$ cat src/rtl/bar_index_calc.sv
// Maps a pixel column to a colour-bar index using a comparator chain; the last
// bar absorbs the remainder of H_ACTIVE / NUM_BARS.
module bar_index_calc #(
  parameter int unsigned H_ACTIVE = 640,
  parameter int unsigned NUM_BARS = 7
) (
  input  logic [9:0] x,
  output logic [2:0] idx
);

  localparam int unsigned BAR_W = H_ACTIVE / NUM_BARS;

  always_comb begin
    idx = 3'd0;
    for (int unsigned i = 1; i < NUM_BARS; i++) begin
      if (32'(x) >= i * BAR_W) idx = 3'(i);
    end
  end

endmodule

$ cat config.mk
export PLATFORM = sky130hd
export DESIGN_NAME = bar_index_calc
export DESIGN_NICKNAME = d
export VERILOG_FILES = /design/src/rtl/bar_index_calc.sv
export SDC_FILE = /design/constraint.sdc
export NUM_CORES = 1
export LEC_CHECK = 0
export CORE_AREA = 2 2 39 41
export DETAILED_ROUTE_END_ITERATION = 10
export DIE_AREA = 0 0 41 43
export PLACE_DENSITY = 0.45
export SYNTH_ARGS = -nofsm -noshare
export SYNTH_HDL_FRONTEND = slang
export SYNTH_SLANG_ARGS = --single-unit
$ cat constraint.sdc
create_clock -name vclk -period 3.2
set_input_delay 0.64 -clock vclk [all_inputs]
set_output_delay 0.64 -clock vclk [all_outputs]
set_load 0.01 [all_outputs]
==> flow_summary.json, run 1 <==
{
  "status": "finished, final reports clean",
  "worst_setup_path_start_kind": "input pin",
  "via_per_inst": 4.88,
  "io_pins": 13,
  "worst_pin_slew_ns": 0.300,
  "min_path_type": "input pin to output port",
  "nFlopsAndLatches": 0,
  "max_slew_margin_pct": 79.8,
  "synth_nets": 37,
  "fmax_ghz": 0.329,
  "grt_pass1_vias": 299,
  "worstSetupPathType": "input pin to output port",
  "row_count": 14,
  "n_antenna_cell": 0,
  "irDropWorstVdd_uv": 34.7,
  "die_height_um": 43,
  "cap_violations": 0,
  "initial_core_util_pct": 12.2,
  "path_max_fanout": 3,
  "drtIter0Drc": 6,
  "grt_overflow": 0,
  "ys_warn_count": 0,
  "leakage_nw": 0.153,
  "hold_viol_final": 0,
  "crit_path_top_delay_cell": "clkdlybuf4s50_1",
  "nClkBuffers": 0,
  "cts_hold_repair.buffers": 0,
  "setup_viol": 0,
  "layout.nets": 62,
  "drv_slew": 0,
  "cp_slowest_stage_delay_ns": 0.49,
  "grt_max_degree": 7,
  "wirelength_um": 691,
  "cp.arrival_ns": 2.40,
  "seq_area_frac_synth_pct": 0,
  "netlist_instances": 27,
  "gp_congestion": 0.799,
  "antenna_found_initial": 0,
  "rsz0062_at_grt": "no",
  "holdWs_ns": 2.16,
  "vias": 322,
  "detail_route.wl_per_cell_um": 10.5,
  "drtAntennaViolNets": 0,
  "buffer_ports.inserted": 13,
  "p_per_area_nw_per_um2": 126,
  "track_usage_pct": 9.89,
  "regArea_um2": 0,
  "finalCritPeriodShare_pct": 95.1,
  "grt_pass1_wl_mm": 1.30,
  "endpoint_kind": "output port",
  "period_minus_slack_ns": 3.04,
  "most-common-layout-cells": "10 x clkdlybuf4s50_1, 10 x buf_4, 6 x a21oi_1, 3 x dlygate4sd2_1",
  "crit_top_cell": "clkdlybuf4s50_1",
  "crit_chain": "clkdlybuf4s50_1, o41a_1, o41ai_2, o21ai_0, clkdlybuf4s50_1",
  "area_growth_pct": 139,
  "synth.distinct_cells": 16,
  "core_area_um2": 1380,
  "route.detailed.drc": 0,
  "post_cts_buffers": 0,
  "dr.pass1.iters": 4,
  "avgSynthCellArea_um2": 6.26,
  "layout_setup_ws_ns": 0.157,
  "netlist_area_um2": 169,
  "crit_required_ns": 2.56,
  "pre_cts_slack_ns": -0.140,
  "die_x_um": 41,
  "post_route_cells_drive_above_1_share_pct": 24.0,
  "dieArea_um2": 1760
}
==> area by class of cell <==
cell class | instances | area [µm²]
tap | 16 | 20.0
fill | 156 | 981
multi-input combinational | 27 | 181
timing repair buffer | 23 | 201
==> logic make-up (layout without fill, tap and decap cells) <==
kind of cell / after synthesis / in the layout / synth area share, %
AOI/OAI and AO/OA: 16 / 16 / 63.0
and+or+nand+nor: 11 / 11 / 37.0
buffers and inverters: 0 / 23 / 0
==> critical path, delay by kind of cell <==
family	cells	cell delay (ns)
buffers and inverters	2	0.94
AO/OA/AOI/OAI	3	0.82
==> through the flow <==
step / total power [W] / instance area [µm²] / setup TNS [ns] / utilization, % / cells
finish: 0.0000507 / 403 / 0 / 29.1 / 66
CTS: 0.0000504 / 398 / 0 / 28.8 / 66
global placement: 0.0000517 / 394 / -0.161 / 28.5 / 66
detailed placement: 0.0000511 / 394 / -0.140 / 28.5 / 66
floorplan: 0.0000137 / 169 / 0 / - / 27
global route: 0.0000561 / 403 / 0 / 29.1 / 66
==> final timing paths <==
kind	slack (ns)	depth (start not counted)	end	from
max	0.16	5	idx[1]	x[2]
min	2.16	5	idx[0]	x[4]
==> Yosys cell counts <==
cell type / n / area [µm²]
a21boi_0: 1 / 7.51
nor2_1: 1 / 3.75
or4b_1: 1 / 10.0
nand3_1: 2 / 10.0
o311a_1: 1 / 10.0
a31oi_1: 2 / 12.5
nand3b_1: 1 / 7.51
o41a_1: 1 / 11.3
a21oi_1: 6 / 30.0
nor3_1: 1 / 5.00
o41ai_1: 2 / 17.5
o21ai_0: 2 / 10.0
nor4_1: 1 / 6.26
nand2_1: 2 / 7.51
o31ai_1: 1 / 7.51
nand2b_1: 2 / 12.5
==> per-layer routing <==
metal	part of all wire, %	GRT usage [%]	up-vias
met4	0	0	0
met3	5.6	1.05	0
met5	0	0	-
met1	43	14.2	150
met2	51	16.3	9
li1	-	-	163
==> report_power, final <==
| part | switching [W] | internal (W) |
|---|---|---|
| Sequential | 0 | 0 |
| Combinational | 0.0000210 | 0.0000297 |
| Clock | 0 | 0 |
==> repair_timing <==
item                       in CTS  in global routing
pin swaps                       1                  0
gates resized for setup         4                  1
setup endpoints to repair       2                  1
Power figures use the tool's default switching activity.
==> run 2: changes to the inputs <==
==> constraint.sdc (replaced) <==
create_clock -name vclk -period 2.98
set_input_delay 0.596 -clock vclk [all_inputs]
set_output_delay 0.596 -clock vclk [all_outputs]
set_load 0.01 [all_outputs]
==> run 2 against run 1 <==
  * Sequential share of layout area unchanged
  * Final cell count is 1.5% lower
  * Critical path depth rose by 1
  * Count of clock-buffer cells in the layout did not move
  * Worst setup slack lost 0.071 ns
  * First-iteration DRC count down 50%
  * Final area shrank 1.2%
  * Worst hold slack got worse by 0.034 ns
  * Combinational power up 6.7%
  * Via count down 4.7%
  * Critical path type unchanged
  * Die area unchanged
==> flow_summary.json, run 2 (synthesis results as in run 1) <==
{
  "crit_required_ns": 2.38,
  "buffer_ports.inserted": 13,
  "holdWs_ns": 2.13,
  "via_per_inst": 4.72,
  "wirelength_um": 670,
  "path_max_fanout": 3,
  "hold_depth": 4,
  "post_route_cells_drive_above_1_share_pct": 22.4,
  "grt_max_degree": 7,
  "n_antenna_cell": 0,
  "die_height_um": 43,
  "pwr-share-seq_pct": 0,
  "initial_core_util_pct": 12.2,
  "hold-path-endpoint": "idx[1]",
  "core_area_um2": 1380,
  "worst_pin_slew_ns": 0.347,
  "irDropWorstVdd_uv": 37.8,
  "layout_setup_ws_ns": 0.0863,
  "row_count": 14,
  "endpoint_kind": "output port",
  "tns_ns": 0,
  "layout.nets": 61,
  "die_x_um": 41,
  "worstSetupPathType": "input pin to output port",
  "p_switching_w": 0.0000226,
  "cap_violations": 0,
  "hpwlAfterDp_um": 559,
  "final_util_pct": 28.8,
  "dieArea_um2": 1760,
  "p_per_area_nw_per_um2": 136,
  "worst_setup_path_start_kind": "input pin",
  "area_growth_pct": 136,
  "cp.arrival_ns": 2.30,
  "drtAntennaViolNets": 0,
  "p_total_w": 0.0000541,
  "multiInputGateArea_um2": 181,
  "max_slew_margin_pct": 76.6,
  "pre_cts_slack_ns": -0.208,
  "most-common-layout-cells": "11 x clkdlybuf4s50_1, 9 x buf_4, 6 x a21oi_1",
  "leakage_nw": 0.144,
  "layout_commonest_cell": "clkdlybuf4s50_1",
  "post_cts_buffers": 0,
  "drv_slew": 0,
  "detail_route.wl_per_cell_um": 10.3,
  "regArea_um2": 0,
  "grt_overflow": 0,
  "grt_pass1_vias": 279,
  "p_int_w": 0.0000315,
  "period_minus_slack_ns": 2.89,
  "setup_viol": 0,
  "p_comb_share_pct": 100.0,
  "min_path_type": "input pin to output port",
  "gp_congestion": 0.810,
  "track_usage_pct": 8.49,
  "switching_share_pct": 41.7,
  "finalCritPeriodShare_pct": 97.1,
  "antenna_found_initial": 0,
  "hold_viol_final": 0,
  "status": "finished, final reports clean",
  "crit_path_top_delay_cell": "clkdlybuf4s50_1",
  "crit_chain": "clkdlybuf4s50_1, a21oi_1, or4b_1, a31oi_1, o311a_1, clkdlybuf4s15_1",
  "cp_slowest_stage_delay_ns": 0.52,
  "fmax_ghz": 0.346,
  "vias": 307,
  "hp-start": "x[9]",
  "io_pins": 13,
  "rsz0062_at_grt": "no",
  "p_clk_share_pct": 0,
  "fillers": 146,
  "grt_pass1_wl_mm": 1.13,
  "dr.pass1.iters": 4,
  "route.detailed.drc": 0,
  "nClkBuffers": 0,
  "drtIter0Drc": 3,
  "nFlopsAndLatches": 0
}
run 2: worst max-delay path by stage:
stage / from / endpoint / slack [ns]
after floorplan: x[1] / idx[0] / 0.85
after global placement: x[0] / idx[0] / -0.21
after detailed placement: x[0] / idx[0] / -0.21
after CTS: x[0] / idx[0] / 0.05
after global routing: x[0] / idx[0] / 0.03
final: x[0] / idx[0] / 0.09
run 2: power groups by stage:
stage | sequential, W | clock [W] | combinational (W)
floorplan | 0 | 0 | 0.0000148
global placement | 0 | 0 | 0.0000546
detailed placement | 0 | 0 | 0.0000537
CTS | 0 | 0 | 0.0000531
global route | 0 | 0 | 0.0000588
finish | 0 | 0 | 0.0000541
run 2: per-layer routing:
metal | vias up | part of all wire [%] | track usage (%)
met5 | - | 0 | 0
met3 | 0 | 3.7 | 0
met1 | 141 | 47 | 12.3
met4 | 0 | 0 | 0
met2 | 6 | 49 | 14.4
li1 | 160 | - | -
run 2: per-stage QoR:
step,area [µm²],instances
after detailed placement,387,65
after global routing,398,65
after floorplan,169,27
final,398,65
after CTS,392,65
after global placement,387,65
run 2: area by class of cell:
class	count	share of cell area (%)
tap	16	5.03
timing repair buffer	22	49.4
multi-input combinational	27	45.6
run 2: timing repair:
item | 4_1_cts | 5_1_grt
pin swaps | 1 | 1
hold buffers | 0 | 0
endpoints found under the setup margin | 2 | 1
gates resized for setup | 3 | 2
run 2: critical path: cells and delay by family:
family	cells	cell delay, ns
simple gates	1	0.50
compound gates	3	0.45
buf+inv	2	0.75
==> run 3: changes to the inputs <==
--- a/config.mk
+++ b/config.mk
@@ -5,6 +5,7 @@
 export SDC_FILE = /design/constraint.sdc
 export NUM_CORES = 1
 export LEC_CHECK = 0
+export ABC_CLOCK_PERIOD_IN_PS = 2980
 export CORE_AREA = 2 2 39 41
 export DETAILED_ROUTE_END_ITERATION = 10
 export DIE_AREA = 0 0 41 43
==> results of run 3 <==
Final layout, timing and power as in run 2 (identical DEF).
